$ cat config.mk
export PLATFORM = sky130hd
export DESIGN_NAME = rom_port_arbiter
export DESIGN_NICKNAME = d
export VERILOG_FILES = /design/src/rtl/rom_arb_pkg.sv /design/src/rtl/rom_arb_starve_cnt.sv /design/src/rtl/rom_port_arbiter.sv
export SDC_FILE = /design/constraint.sdc
export NUM_CORES = 1
export LEC_CHECK = 0
export CAP_MARGIN = 20
export CORE_UTILIZATION = 25
export DETAILED_ROUTE_END_ITERATION = 8
export GPL_TIMING_DRIVEN = 1
export PLACE_DENSITY = 0.86
export SLEW_MARGIN = 40
export SYNTH_ARGS = -nofsm -noshare
export SYNTH_HDL_FRONTEND = slang
export SYNTH_SLANG_ARGS = --single-unit
$ cat constraint.sdc
create_clock -name clk -period 4.2 [get_ports clk]
set_clock_uncertainty 0.05 [all_clocks]
set_input_delay 0.42 -clock clk [delete_from_list [all_inputs] [get_ports clk]]
set_output_delay 0.42 -clock clk [all_outputs]
set_load 0.03 [all_outputs]
$ cat src/rtl/rom_arb_pkg.sv
// Shared types and constants for the program-ROM port arbiter.
// The ROM geometry constants match rom_program.
package rom_arb_pkg;

    localparam int ROM_ADDR_W = 10;
    localparam int ROM_DATA_W = 32;
    localparam int STARVE_W   = 4;

    typedef enum logic [1:0] {
        OWN_NONE = 2'b00,
        OWN_IF   = 2'b01,
        OWN_LS   = 2'b10
    } own_t;

endpackage

$ cat src/rtl/rom_arb_starve_cnt.sv
// Saturating count of LS wins taken while IF was waiting.
// at_max tells the arbiter to hand the next conflict to IF.
module rom_arb_starve_cnt
    import rom_arb_pkg::*;
(
    input  logic                clk,
    input  logic                rst_n,
    input  logic                inc,
    input  logic                clr,
    input  logic [STARVE_W-1:0] max_val,
    output logic                at_max
);

    logic [STARVE_W-1:0] cnt_q;

    // Clear takes precedence; the two are mutually exclusive in practice.
    always_ff @(posedge clk or negedge rst_n) begin
        if (!rst_n) begin
            cnt_q <= '0;
        end else if (clr) begin
            cnt_q <= '0;
        end else if (inc && (cnt_q != max_val)) begin
            cnt_q <= cnt_q + 1'b1;
        end
    end

    assign at_max = (cnt_q == max_val);

endmodule

$ cat src/rtl/rom_port_arbiter.sv
// Shares the single-port program ROM between instruction fetch (IF) and
// load/store (LS): LS has priority, IF is guaranteed a win after STARVE_MAX losses.
module rom_port_arbiter
    import rom_arb_pkg::*;
#(
    parameter int ADDR_W     = ROM_ADDR_W,
    parameter int DATA_W     = ROM_DATA_W,
    parameter int STARVE_MAX = 4
) (
    input  logic              clk,
    input  logic              rst_n,
    input  logic              if_req_i,
    input  logic [ADDR_W-1:0] if_addr_i,
    output logic              if_gnt_o,
    output logic              if_rvalid_o,
    output logic [DATA_W-1:0] if_rdata_o,
    input  logic              ls_req_i,
    input  logic [ADDR_W-1:0] ls_addr_i,
    output logic              ls_gnt_o,
    output logic              ls_rvalid_o,
    output logic [DATA_W-1:0] ls_rdata_o,
    output logic              rom_ce_o,
    output logic [ADDR_W-1:0] rom_addr_o,
    input  logic [DATA_W-1:0] rom_data_i
);

    localparam logic [STARVE_W-1:0] STARVE_MAX_C = STARVE_W'(STARVE_MAX);

    // Handshake: a requester holds req and addr stable until it sees gnt in the
    // same cycle; the read it started returns exactly one cycle later as a
    // single-cycle rvalid strobe with rdata, with no back-pressure on the return.
    logic if_win;
    logic ls_win;
    logic at_max;
    own_t own_q;

    assign ls_win = rst_n & ls_req_i & ~(if_req_i & at_max);
    assign if_win = rst_n & if_req_i & (~ls_req_i | at_max);

    assign if_gnt_o = if_win;
    assign ls_gnt_o = ls_win;
    assign rom_ce_o = if_win | ls_win;

    always_comb begin
        rom_addr_o = '0;
        if (if_win) begin
            rom_addr_o = if_addr_i;
        end else if (ls_win) begin
            rom_addr_o = ls_addr_i;
        end
    end

    rom_arb_starve_cnt u_starve_cnt (
        .clk     (clk),
        .rst_n   (rst_n),
        .inc     (ls_win & if_req_i),
        .clr     (if_win),
        .max_val (STARVE_MAX_C),
        .at_max  (at_max)
    );

    // Owner of the read in flight; async reset drops any pending return.
    always_ff @(posedge clk or negedge rst_n) begin
        if (!rst_n) begin
            own_q <= OWN_NONE;
        end else if (if_win) begin
            own_q <= OWN_IF;
        end else if (ls_win) begin
            own_q <= OWN_LS;
        end else begin
            own_q <= OWN_NONE;
        end
    end

    assign if_rvalid_o = rst_n & (own_q == OWN_IF);
    assign ls_rvalid_o = rst_n & (own_q == OWN_LS);
    assign if_rdata_o  = if_rvalid_o ? rom_data_i : '0;
    assign ls_rdata_o  = ls_rvalid_o ? rom_data_i : '0;

endmodule

-- Word level (Yosys, flattened, before mapping)
Index checks and enable logic that the tools add are counted.
- bitwise gates (word level): 12
- mux-type cells: 8
- equal/unequal tests: 4
- add/sub/neg operators: 1
- reduce and logical (&&, ||, !) cells: 2
- operators by type and width (cell ; number):
    32-bit 2-to-1 mux ; 2
    10-bit 2-to-1 mux ; 2
    1-bit bitwise AND ; 8
    4-bit 2-to-1 mux ; 2
    4-bit by 1-bit adder with 4-bit output (second input constant) ; 1
    4-bit by 3-bit equality test with 1-bit output (second input constant) ; 1
    2-bit 2-to-1 mux ; 2
    4-bit by 3-bit != test with 1-bit output (second input constant) ; 1
    2-bit by 1-bit equality test with 1-bit output (second input constant) ; 1
    2-bit equality test (second input constant) ; 1
    1-bit NOT ; 2
    1-bit bitwise OR ; 2
    2-bit nonzero test ; 1
    1-bit logical AND ; 1
- logic and storage cells: 29
- register bits after elaboration: 6
- input port bits: 56

-- Logic depth before layout (Yosys ltp)
- depth after elaboration: 8
- depth in mapped cells: 6
- depth with buffers taken out: 5

-- Cells and area by module
From an unflattened synthesis, not the netlist that was laid out.
- cells, all modules: 144
- area total of the unflattened synthesis: 1012.2 um2
- modules (own cells, without submodules) (module ; times used ; cells an instance ; area an instance (um2) ; sequential area each (um2)):
    rom_port_arbiter ; 1 ; 121 ; 748.2 ; 50.0
    rom_arb_starve_cnt ; 1 ; 23 ; 264.0 ; 100.1

-- Least setup slack after synthesis
No wires, ideal clock.
- kind: register -> output
- from: register u_starve_cnt.cnt_q[0]
- to: output rom_addr_o[0]
- stages on the path, launching flop included: 7
- arrival time: 1496 ps
- required time: 3730 ps
- slack: 2234 ps
- path through: dfrtp_1 inv_1 ha_1 nand3b_4 a21oi_1 buf_4 a22o_1
- RTL lines (element ; line ; source):
    start: declaration ; rom_arb_starve_cnt.sv:14 ; logic [STARVE_W-1:0] cnt_q;
    start signal: assignment ; rom_arb_starve_cnt.sv:23 ; cnt_q <= cnt_q + 1'b1;
    4-bit by 3-bit equality test with 1-bit output ; rom_arb_starve_cnt.sv:27 ; assign at_max = (cnt_q == max_val);
    1-bit bitwise OR ; rom_port_arbiter.sv:38 ; assign if_win = rst_n & if_req_i & (~ls_req_i | at_max);
    1-bit bitwise AND ; rom_port_arbiter.sv:38 ;
    via if_gnt_o ; rom_port_arbiter.sv:14 ; output logic if_gnt_o,
    10-bit 2-to-1 mux ; rom_port_arbiter.sv:46 ; if (if_win) begin
    end: declaration ; rom_port_arbiter.sv:23 ; output logic [ADDR_W-1:0] rom_addr_o,
The timed path passes the listed nets, and every way through them passes these cells.

-- Final worst setup path
- from: input rst_n
- to: output rom_addr_o[9]
- word-level cells in the longest chain between the ends: 4
- RTL lines (element ; line ; source):
    start: declaration ; rom_port_arbiter.sv:11 ; input logic rst_n,
    1-bit bitwise AND (2 in series) ; rom_port_arbiter.sv:37 ; assign ls_win = rst_n & ls_req_i & ~(if_req_i & at_max);
    10-bit 2-to-1 mux ; rom_port_arbiter.sv:48 ; end else if (ls_win) begin
    10-bit 2-to-1 mux * ; rom_port_arbiter.sv:46 ;
Every way passes the cells marked *; elsewhere a longest branch is shown, timed or not.

==> impl_metrics.yaml <==
run_status:
  outcome: "complete, no violations"
floorplanning:
  start_util_pct: 26.4
  die_w_microns: 61.9
  io_pins: 135
  die_h_microns: 61.9
  die_area_sq_mm: 0.00383
  rows: 21
  coreArea_sq_mm: 0.00339
placed_design:
  portBuffers: 134
  dpl_cell_area_sq_mm: 0.00227
  gp_congestion: 0.809
  numPlacedInstances: 295
  dp_hpwl_microns: 3010
min_path:
  hold_path.class: "in2async"
clocking:
  clkLatencyLatePin_ns: 0.24
  cts_buffers: 3
  cts.hold.buffers_added: 0
  cts_max_level: 1
  cts-resized-gates: 0
  cts_setup_buffers: 0
  clock_sinks: 6
  clockBufferDepth: 2
  clkSlewWorstSetupHoldPaths_ns: 0.05
  cts_tree: "yes"
  clock-root-buffer: "clkbuf_4"
global_routing:
  grt_pass1_wl_microns: 4690
  antenna_found_initial: 0
  grt_overflow: 0
  grt_max_degree: 34
  track_usage_pct: 16.6
  grt_pass1_vias: 1097
sta:
  max_freq_mhz: 320
  slew-limit-headroom_pct: 67.9
  finalMaxSlewViolations: 0
  rsz0062_at_grt: "no"
  whs_ns: 0.459
  finalHoldViolCount: 0
  tns_ns: 0
  post-route-min-period_ns: 3.12
  worst_slew_pin_slew_ns: 0.480
  setup_violations: 0
  period_share_pct: 74.3
yosys:
  syn-num-nets: 179
  ys_seq_area_share_pct: 16.8
  synth_cell_types: 23
  syn_area_sq_um: 896
  syn_avg_cell_area_sq_um: 7.40
  syn_inst: 121
  ys_ff_latch: 6
  ys_warn_count: 0
finish:
  stdcell_area_sq_mm: 0.00229
  nNetsFinal: 312
  area_growth_pct: 156
  antenna_cells: 0
  finalNonFillerCells: 298
  drive_gt1_share_pct: 2.78
routing:
  drt_iter0_markers: 46
  via_per_inst: 4.39
  wire_per_inst_microns: 12.0
  post-route-drc-count: 0
  drtAntennaViolNets: 0
  wirelength_microns: 3570
  drt_pre_antenna_iters: 6
  vias: 1308
setup_path:
  worstSetupPathType: "in2out"
  worstPathRequired_ns: 3.73
  crit_path_max_fanout: 13
  startpoint_type: "primary input"
  worstPathArrival_ns: 2.65
  cp-end-kind: "output pin"
pwr:
  power_w: 0.000384
  power_density_mw_per_mm2: 168
  p_leak_nw: 0.928
  vdd_ir_drop_max_mv: 0.165
job:
  drv_cap: 0
==> power breakdown <==
part           internal, W  switching [W]  leakage, nW  total [W]
combinational     0.000129       0.000114        0.839   0.000243
clock            0.0000324      0.0000211       0.0138  0.0000534
sequential       0.0000706      0.0000176       0.0755  0.0000882
==> registers in the layout, summed over array words and instances (netlist names) <==
signal              cells
u_starve_cnt.cnt_q      4
own_q                   2
==> placed cells by master (no fill, tap or decap), drive strengths merged <==
| cell | netlist | final |
|---|---|---|
| clkdlybuf4s50 | 0 | 134 |
| o21a | 1 | 1 |
| ha | 2 | 2 |
| dfrtp | 6 | 6 |
| nand2b | 3 | 3 |
| o211a | 2 | 2 |
| nand2 | 6 | 6 |
| buf | 4 | 3 |
| nor2 | 1 | 1 |
| o21ai | 2 | 2 |
| clkbuf | 5 | 3 |
| o22ai | 1 | 1 |
| and3b | 1 | 1 |
| inv | 3 | 3 |
| a21oi | 1 | 1 |
| nor2b | 1 | 1 |
| a22o | 11 | 11 |
| nand3 | 4 | 4 |
| and2 | 64 | 64 |
| a2111oi | 1 | 1 |
| nand3b | 2 | 2 |
==> cells in the mapped netlist, drive strengths merged <==
library cell / number / area, sq um
o211a: 2 / 20.0
dfrtp: 6 / 150
nand3b: 2 / 27.5
o21ai: 2 / 10.0
o21a: 1 / 7.51
nand2: 6 / 22.5
a22o: 11 / 96.3
buf: 4 / 28.8
nand3: 4 / 20.0
and3b: 1 / 8.76
a21oi: 1 / 5.00
and2: 64 / 400
a2111oi: 1 / 8.76
ha: 2 / 25.0
clkbuf: 5 / 18.8
nor2b: 1 / 6.26
nor2: 1 / 3.75
inv: 3 / 11.3
o22ai: 1 / 6.26
nand2b: 3 / 18.8
==> cell type report <==
class | instances | area, sq um
repair buffers | 137 | 1360
flip-flops and latches | 6 | 150
fillers | 285 | 1100
multi-input cells | 103 | 687
inverters | 3 | 11.3
well taps | 46 | 57.6
clock buffers | 3 | 22.5
==> critical path, stage by stage <==
cell             delay (ns)
clkdlybuf4s50_1        0.77
nand2_1                0.28
a21oi_1                0.18
buf_4                  0.19
a22o_1                 0.14
clkdlybuf4s50_1        0.67
==> per-layer routing <==
| layer | global-route usage, % | part of all wire [%] | vias up |
|---|---|---|---|
| met2 | 34.4 | 53 | 86 |
| met4 | 6.35 | 1.8 | 0 |
| met5 | 0 | 0 | - |
| li1 | - | - | 665 |
| met3 | 3.11 | 9.3 | 6 |
| met1 | 15.9 | 36 | 551 |
==> per-stage QoR <==
stage               setup slack (ns)  util, %
global placement                1.12     67.0
global route                   0.855     67.6
detailed placement              1.08     67.0
floorplan                       2.23        -
CTS                             1.06     67.6
finish                          1.08     67.6
==> worst paths after layout <==
check | slack (ns) | endpoint | from | depth (start not counted)
worst max-delay path | 1.08 | rom_addr_o[9] | rst_n | 6
worst min-delay path | 0.46 | u_starve_cnt.cnt_q[3]$_DFFE_PN0P_ | rst_n | 1
worst max register to register | 2.80 | u_starve_cnt.cnt_q[3]$_DFFE_PN0P_ | u_starve_cnt.cnt_q[0]$_DFFE_PN0P_ | 4
worst min register to register | 0.52 | u_starve_cnt.cnt_q[0]$_DFFE_PN0P_ | u_starve_cnt.cnt_q[0]$_DFFE_PN0P_ | 2
max in group asynchronous | 3.32 | own_q[1]$_DFF_PN0_ | rst_n | 1
min in group clk | 0.52 | u_starve_cnt.cnt_q[0]$_DFFE_PN0P_ | u_starve_cnt.cnt_q[0]$_DFFE_PN0P_ | 2
==> cells by family after synthesis <==
kind of cell / count (synthesis) / synth area share [%]
buffers and inverters: 12 / 6.56
and+or+nand+nor: 82 / 56.7
adders and majority gates: 2 / 2.79
AOI/OAI and AO/OA: 19 / 17.2
DFF: 6 / 16.8
Power figures use the tool's default switching activity.
==> RTL change (config.mk and constraints unchanged) <==
The 3 values of `own_t` get a one-hot encoding in 3 bits.
--- a/src/rtl/rom_arb_pkg.sv
+++ b/src/rtl/rom_arb_pkg.sv
@@ -6,10 +6,10 @@
     localparam int ROM_DATA_W = 32;
     localparam int STARVE_W   = 4;
 
-    typedef enum logic [1:0] {
-        OWN_NONE = 2'b00,
-        OWN_IF   = 2'b01,
-        OWN_LS   = 2'b10
+    typedef enum logic [2:0] {
+        OWN_NONE = 3'b001,
+        OWN_IF   = 3'b010,
+        OWN_LS   = 3'b100
     } own_t;
 
 endpackage
Function: no difference found for any inputs over 10 cycles, from zero or initial values and one cycle with rst_n low; not proved beyond that.
==> RTL change against the original RTL <==
  * Synthesized cell count grew 0.83%
  * Final area rose by 2.0%
  * Sequential cell count rose by 1
  * Worst setup slack got worse by 0.10 ns
  * Wire length up 2.0%
  * Total power up 1.5%
  * Area after synthesis rose by 4.1%
  * First-iteration DRC count is 41% higher
  * Via count grew 1.8%
  * Largest cell class unchanged
  * Largest power group unchanged
==> RTL change: results (changes against the original RTL) <==
status = finished clean (unchanged)
gpl congestion = 0.7528 (was 0.8092)
fin nets = 311 (was 312)
vias per cell = 4.470 (was 4.389)
Worst IR Drop VDD = 235.4 uV (was 165.0 uV)
syn_nets = 180 (was 179)
Non-clock buffers, area share = 0.5768 (was 0.5950)
Initial DRC Count = 65 (was 46)
Placed Area = 2293 um2 (was 2270 um2)
Fillers = 300 (was 285)
top flop regs = u_starve_cnt.cnt_q: 4 flops, own_q: 3 flops (was u_starve_cnt.cnt_q: 4 flops, own_q: 2 flops)
multi-input gate share of total cell area = 0.2975 (was 0.2997)
share of post-route cells with drive strength above 1 = 0.03175 (was 0.02778)
# clk buffers = 4 (was 3)
met3 routed wirelength = 389 um (was 333 um)
via count = 1332 (was 1308)
unique cell type count in the Yosys netlist = 21 (was 23)
Non-clock inverters = 4 (was 3)
grt met3 use = 0.06884 (was 0.03106)
hold_ws = 0.4847 ns (was 0.4589 ns)
wl on met1 = 1.387 mm (was 1.286 mm)
hpwl dp = 2.967 mm (was 3.007 mm)
via count of the first global-routing pass = 1229 (was 1097)
root buffer cell = clkbuf_8 (was clkbuf_4)
drt pass-1 iters = 2 (was 6)
wire per inst = 12.22 um (was 11.99 um)
r2r worst-path depth = 5 (was 4)
crit path to = if_rdata_o[30] (was rom_addr_o[9])
## RTL change: cell types whose count changed after synthesis
cell	before	now
nand3b_1	1	0
and4bb_2	0	2
dfstp_2	0	1
nand2_1	6	5
inv_1	3	4
a2111oi_0	1	0
nand3_1	4	5
and3b_1	1	0
buf_2	2	3
nor2_1	1	0
a2111o_1	0	1
buf_4	1	0
## RTL change: cell families (layout without fill, tap and decap cells)
group                    Yosys count  count (layout)  share of synthesized area
flip-flops                         7               7                     0.1893
AO/OA/AOI/OAI                     19              19                     0.1678
buffers and inverters             13             143                    0.06442
adder cells (fa/ha/maj)            2               2                    0.02684
AND/OR/NAND/NOR                   81              81                     0.5517
## RTL change: power breakdown
part / internal, uW / leakage [uW] / switching, uW / total [uW]
logic: 109 / 0.000831 / 89.1 / 199
registers: 81.5 / 0.0000860 / 16.6 / 98.1
clock network: 65.6 / 0.0000228 / 28.0 / 93.5
total: 257 / 0.000939 / 134 / 390
